`config.mk`:
```
export PLATFORM = sky130hd
export DESIGN_NAME = rsr_tx_sequencer
export DESIGN_NICKNAME = d
export VERILOG_FILES = /design/src/rtl/rsr_tx_sequencer.sv
export SDC_FILE = /design/constraint.sdc
export NUM_CORES = 1
export LEC_CHECK = 0
export ABC_CLOCK_PERIOD_IN_PS = 2040
export CAP_MARGIN = 20
export CORE_ASPECT_RATIO = 0.9
export CORE_MARGIN = 1.5
export CORE_UTILIZATION = 40
export CTS_CLUSTER_SIZE = 12
export DETAILED_ROUTE_END_ITERATION = 7
export GPL_TIMING_DRIVEN = 0
export PLACE_DENSITY = 0.61
export SLEW_MARGIN = 20
export SYNTH_ARGS = -nofsm -noshare
export SYNTH_HDL_FRONTEND = slang
export SYNTH_SLANG_ARGS = --single-unit
```
`constraint.sdc`:
```
create_clock -name CLK -period 2.04 [get_ports CLK]
set_clock_uncertainty 0.2 [all_clocks]
set_input_delay 0.306 -clock CLK [delete_from_list [all_inputs] [get_ports CLK]]
set_output_delay 0.306 -clock CLK [all_outputs]
set_load 0.03 [all_outputs]
```
`src/rtl/rsr_tx_sequencer.sv`:
```
// -----------------------------------------------------------------------------
// rsr_tx_sequencer
//   Takes a parallel word over a valid/ready handshake and shifts it out
//   serially, LSB first, framed as: start bit (0), BITS data bits, optional
//   even-parity bit, stop bit (1). Each serial bit lasts DIV clock cycles.
//   All outputs are registered; nothing combinational runs from inputs to
//   outputs.
//
// Ports
//   CLK    in   clock, all state updates on posedge
//   RST    in   asynchronous active-high reset
//   data   in   [BITS-1:0] word to transmit, sampled on accept
//   Valid  in   producer has a word on data
//   Ready  out  sequencer can accept a word (IDLE only)
//   SO     out  serial output, idle-high
//   Busy   out  frame in progress
//   Done   out  one-cycle pulse after the stop bit completes
// -----------------------------------------------------------------------------
module rsr_tx_sequencer #(
    parameter int BITS      = 4,
    parameter int DIV       = 4,
    parameter int PARITY_EN = 1
) (
    input  logic            CLK,
    input  logic            RST,
    input  logic [BITS-1:0] data,
    input  logic            Valid,
    output logic            Ready,
    output logic            SO,
    output logic            Busy,
    output logic            Done
);

    // Divider must hold DIV-1; keep at least one bit so DIV=1 stays legal.
    localparam int DIV_W = (DIV > 1) ? $clog2(DIV) : 1;
    localparam int CNT_W = $clog2(BITS + 1);

    typedef enum logic [2:0] {
        IDLE   = 3'd0,
        START  = 3'd1,
        DATA   = 3'd2,
        PARITY = 3'd3,
        STOP   = 3'd4
    } state_t;

    state_t            state_q, state_d;
    logic [DIV_W-1:0]  div_q,   div_d;
    logic [CNT_W-1:0]  cnt_q,   cnt_d;
    logic [BITS-1:0]   shreg_q, shreg_d;
    logic              par_q,   par_d;
    logic              so_q,    so_d;
    logic              ready_q, ready_d;
    logic              busy_q,  busy_d;
    logic              done_q,  done_d;
    logic              bit_end;

    always_ff @(posedge CLK or posedge RST) begin
        if (RST) begin
            state_q <= IDLE;
            div_q   <= '0;
            cnt_q   <= '0;
            shreg_q <= '0;
            par_q   <= 1'b0;
            so_q    <= 1'b1;
            ready_q <= 1'b1;
            busy_q  <= 1'b0;
            done_q  <= 1'b0;
        end else begin
            state_q <= state_d;
            div_q   <= div_d;
            cnt_q   <= cnt_d;
            shreg_q <= shreg_d;
            par_q   <= par_d;
            so_q    <= so_d;
            ready_q <= ready_d;
            busy_q  <= busy_d;
            done_q  <= done_d;
        end
    end

    always_comb begin
        state_d = state_q;
        div_d   = div_q;
        cnt_d   = cnt_q;
        shreg_d = shreg_q;
        par_d   = par_q;
        done_d  = 1'b0;
        bit_end = (div_q == DIV_W'(DIV - 1));

        case (state_q)
            IDLE: begin
                if (Valid && ready_q) begin
                    shreg_d = data;
                    par_d   = ^data;
                    div_d   = '0;
                    state_d = START;
                end
            end
            START: begin
                if (bit_end) begin
                    cnt_d   = '0;
                    state_d = DATA;
                end
            end
            DATA: begin
                if (bit_end) begin
                    shreg_d = shreg_q >> 1;
                    cnt_d   = cnt_q + CNT_W'(1);
                    if (cnt_q == CNT_W'(BITS - 1)) begin
                        state_d = (PARITY_EN != 0) ? PARITY : STOP;
                    end
                end
            end
            PARITY: begin
                if (bit_end) begin
                    state_d = STOP;
                end
            end
            STOP: begin
                if (bit_end) begin
                    state_d = IDLE;
                    done_d  = 1'b1;
                end
            end
            default: state_d = IDLE;
        endcase

        // Bit-period divider free-runs in every framing state and restarts
        // at each bit boundary; with DIV=1 bit_end is always true.
        if (state_q != IDLE) begin
            div_d = bit_end ? '0 : div_q + DIV_W'(1);
        end

        // Outputs are computed from the next state so the registered value
        // lines up with the state it belongs to.
        case (state_d)
            START:   so_d = 1'b0;
            DATA:    so_d = shreg_d[0];
            PARITY:  so_d = par_d;
            default: so_d = 1'b1;
        endcase
        ready_d = (state_d == IDLE);
        busy_d  = (state_d != IDLE);
    end

    assign Ready = ready_q;
    assign SO    = so_q;
    assign Busy  = busy_q;
    assign Done  = done_q;

endmodule
```
==> out/metrics.yaml <==
timing:
  finalCritPeriodShare: 0.973
  timing.final.max_slew_violations: 0
  tns_ns: 0
  relSlewSlack: 0.573
  setup_viol: 0
  rsz0062_at_grt: "no"
  min_period_ns: 1.99
  worstMarginPinSlew_ns: 0.640
  hold_violations: 0
  max_freq_ghz: 0.504
synth:
  muxShareOfSynthArea: 0.0110
  synth_cell_types: 29
  ys_seq_area_frac: 0.469
  ys_ff_latch: 17
  yosys.area_share.simple: 0.178
  syn_area_um2: 912
  yosysWarnings: 0
  synthAdderAreaFrac: 0.0412
  synth_area_per_cell_um2: 9.81
  syn_nets: 103
  synth_xor_area_frac: 0.0384
  synth_compound_area_frac: 0.207
  synth_top_family_by_area: "compound AO/OA/AOI/OAI gates"
  synthCells: 93
setup_path:
  critPathLaunchType: "register"
  worstPathCellList: "clkdlybuf4s50_1"
  crit_family: "buffers and inverters"
  cp.arrival_ns: 1.48
  worstReg2RegStart: "div_q[0]"
  critical_path_buf_inv_count: 1
  cp_max_fo: 1
  criticalPathCategory: "register to primary output"
  crit_path_max_incr_delay_ns: 0.66
  timing.rr.end: "cnt_q[2]"
  cp.required_ns: 1.53
  cpMaxStageDelayCell: "clkdlybuf4s50_1"
  end_kind: "primary output"
  regToRegSetupSlack_ns: 0.24
  r2r_cells: 5
detailed_routing:
  viasPerCell: 5.17
  first_pass_iters: 4
  wl_um: 1730
  avgRoutedWirePerCell_um: 12.9
  post-route-drc-count: 0
  routed-via-count: 693
  ant_nets: 0
  drt_iter0_markers: 13
final_layout:
  area_growth_pct: 17.4
  layout_common_cells: "15 x dfrtp_1, 9 x nand2_1, 9 x nor2_1, 9 x clkdlybuf4s50_1, 8 x o21ai_0"
  drive_above_1_share: 0.112
  final_common_cell: "dfrtp_1"
  final_cells: 134
  diodes: 0
  fin_nets: 118
cts:
  cts.sinks: 17
  cts_buffers: 3
  clkLatencyLatePin_ns: 0.29
  clockBufferDepth: 2
  clkTransAtPathRegs_ns: 0.09
  cts_root_buf: "clkbuf_4"
  htreeDepth: 1
  cts_hold_buf: 0
  cts_tree: "yes"
die:
  core_um2: 2160
  initial_core_util: 0.422
  fp-row-count: 16
  die_y_um: 48.3
  ios: 11
  dieWidth_um: 53.3
  die_area_um2: 2580
place:
  io_buffers: 10
  place_hpwl_um: 1260
  gp_congestion: 0.779
  placedCellCount: 130
pwr:
  ir_worst_vdd_mv: 0.691
  power.density_nw_per_um2: 1440
  p_leak_uw: 0.000491
global_routing:
  grt_max_degree: 18
  antenna_found_initial: 0
  grt_pass1_vias: 621
  grt_use_total: 0.154
  grt_overflow: 0
  grt_pass1_wl_um: 2900
hold_path:
  hold_class: "primary input to async pin"
status:
  outcome: "completed"
run:
  cap_violations: 0
-- layer usage --
metal / part of all wire / routed length (um) / vias to the layer above / track usage
met2: 0.42 / 717 / 18 / 0.202
met4: 0.011 / 19 / 0 / 0.0385
met3: 0.045 / 78 / 3 / 0.0556
li1: - / - / 356 / -
met5: 0 / 0 / - / 0
met1: 0.53 / 913 / 316 / 0.240
-- logic make-up after synthesis --
| group | count (synthesis) |
|---|---|
| multiplexers | 1 |
| AND/OR/NAND/NOR | 33 |
| adder cells (fa/ha/maj) | 3 |
| XOR/XNOR | 4 |
| flip-flops | 17 |
| AO/OA/AOI/OAI | 27 |
| buffers and inverters | 8 |
-- registers in the layout, indices dropped and copies added (netlist names) --
signal,flops
SO,1
Busy,1
shreg_q,4
Done,1
state_q,3
par_q,1
div_q,2
cnt_q,3
Ready,1
-- power breakdown --
group | switching, uW | leakage [uW] | internal (uW) | total, uW
clock | 105 | 0.0000150 | 76.2 | 181
sequential | 117 | 0.000209 | 500 | 617
combinational | 400 | 0.000267 | 339 | 739
-- worst max-delay path by stage --
stage               start  end  slack (ns)  cells past startpoint
floorplan           Ready   SO        0.44                      4
global placement    Valid   SO        0.19                      5
detailed placement  Valid   SO        0.21                      5
CTS                    SO   SO        0.04                      1
global route           SO   SO       0.005                      1
finish                 SO   SO        0.05                      1
-- area by class of cell --
| cell class | count | area [um^2] |
|---|---|---|
| timing repair buffer | 10 | 98.8 |
| buffer | 5 | 38.8 |
| multi-input combinational | 68 | 434 |
| sequential | 17 | 428 |
| inverter | 3 | 11.3 |
| tap | 27 | 33.8 |
| clock buffer | 4 | 26.3 |
| fill | 208 | 1090 |
-- what timing repair did --
item / 4_1_cts / 5_1_grt
buffers inserted: 0 / 0
endpoints found under the setup margin: 1 / 0
resized for setup: 1 / 0
-- through the flow --
| step | power (uW) | hold slack (ns) | cell area, um^2 | utilization | setup slack, ns |
|---|---|---|---|---|---|
| 3_5_place_dp | 1370 | 0.269 | 1050 | 0.484 | 0.206 |
| 6_report | 1540 | 0.185 | 1070 | 0.495 | 0.0549 |
| 4_1_cts | 1550 | 0.201 | 1070 | 0.495 | 0.0355 |
| 3_3_place_gp | 1350 | 0.271 | 1050 | 0.484 | 0.191 |
| 2_1_floorplan | 1170 | 0.0306 | 912 | - | 0.438 |
| 5_1_grt | 1680 | 0.255 | 1070 | 0.495 | 0.00501 |
-- Yosys cell counts --
master    count  area share
a21boi_0      1      0.0082
o311a_1       1       0.011
a21o_1        4       0.033
mux2i_1       1       0.011
xor2_1        1      0.0096
o21ai_0       8       0.044
a21oi_1       1      0.0055
dfstp_2       2       0.058
nor2_1        9       0.037
buf_2         1      0.0055
dfrtp_1      15        0.41
or3_1         1      0.0069
inv_1         3       0.012
nor2b_1       3       0.021
nor3_4        1       0.018
buf_6         1       0.012
xnor2_1       3       0.029
a31o_2        1      0.0096
nand2_1       9       0.037
nor3_1        3       0.016
nand2b_1      2       0.014
ha_1          3       0.041
a31oi_1       1      0.0069
o21bai_1      1      0.0082
a22o_1        5       0.048
o31ai_1       4       0.033
nand3_1       4       0.022
buf_4         3       0.025
and3_1        1      0.0069
No activity file was read; power rests on OpenSTA's default activity.
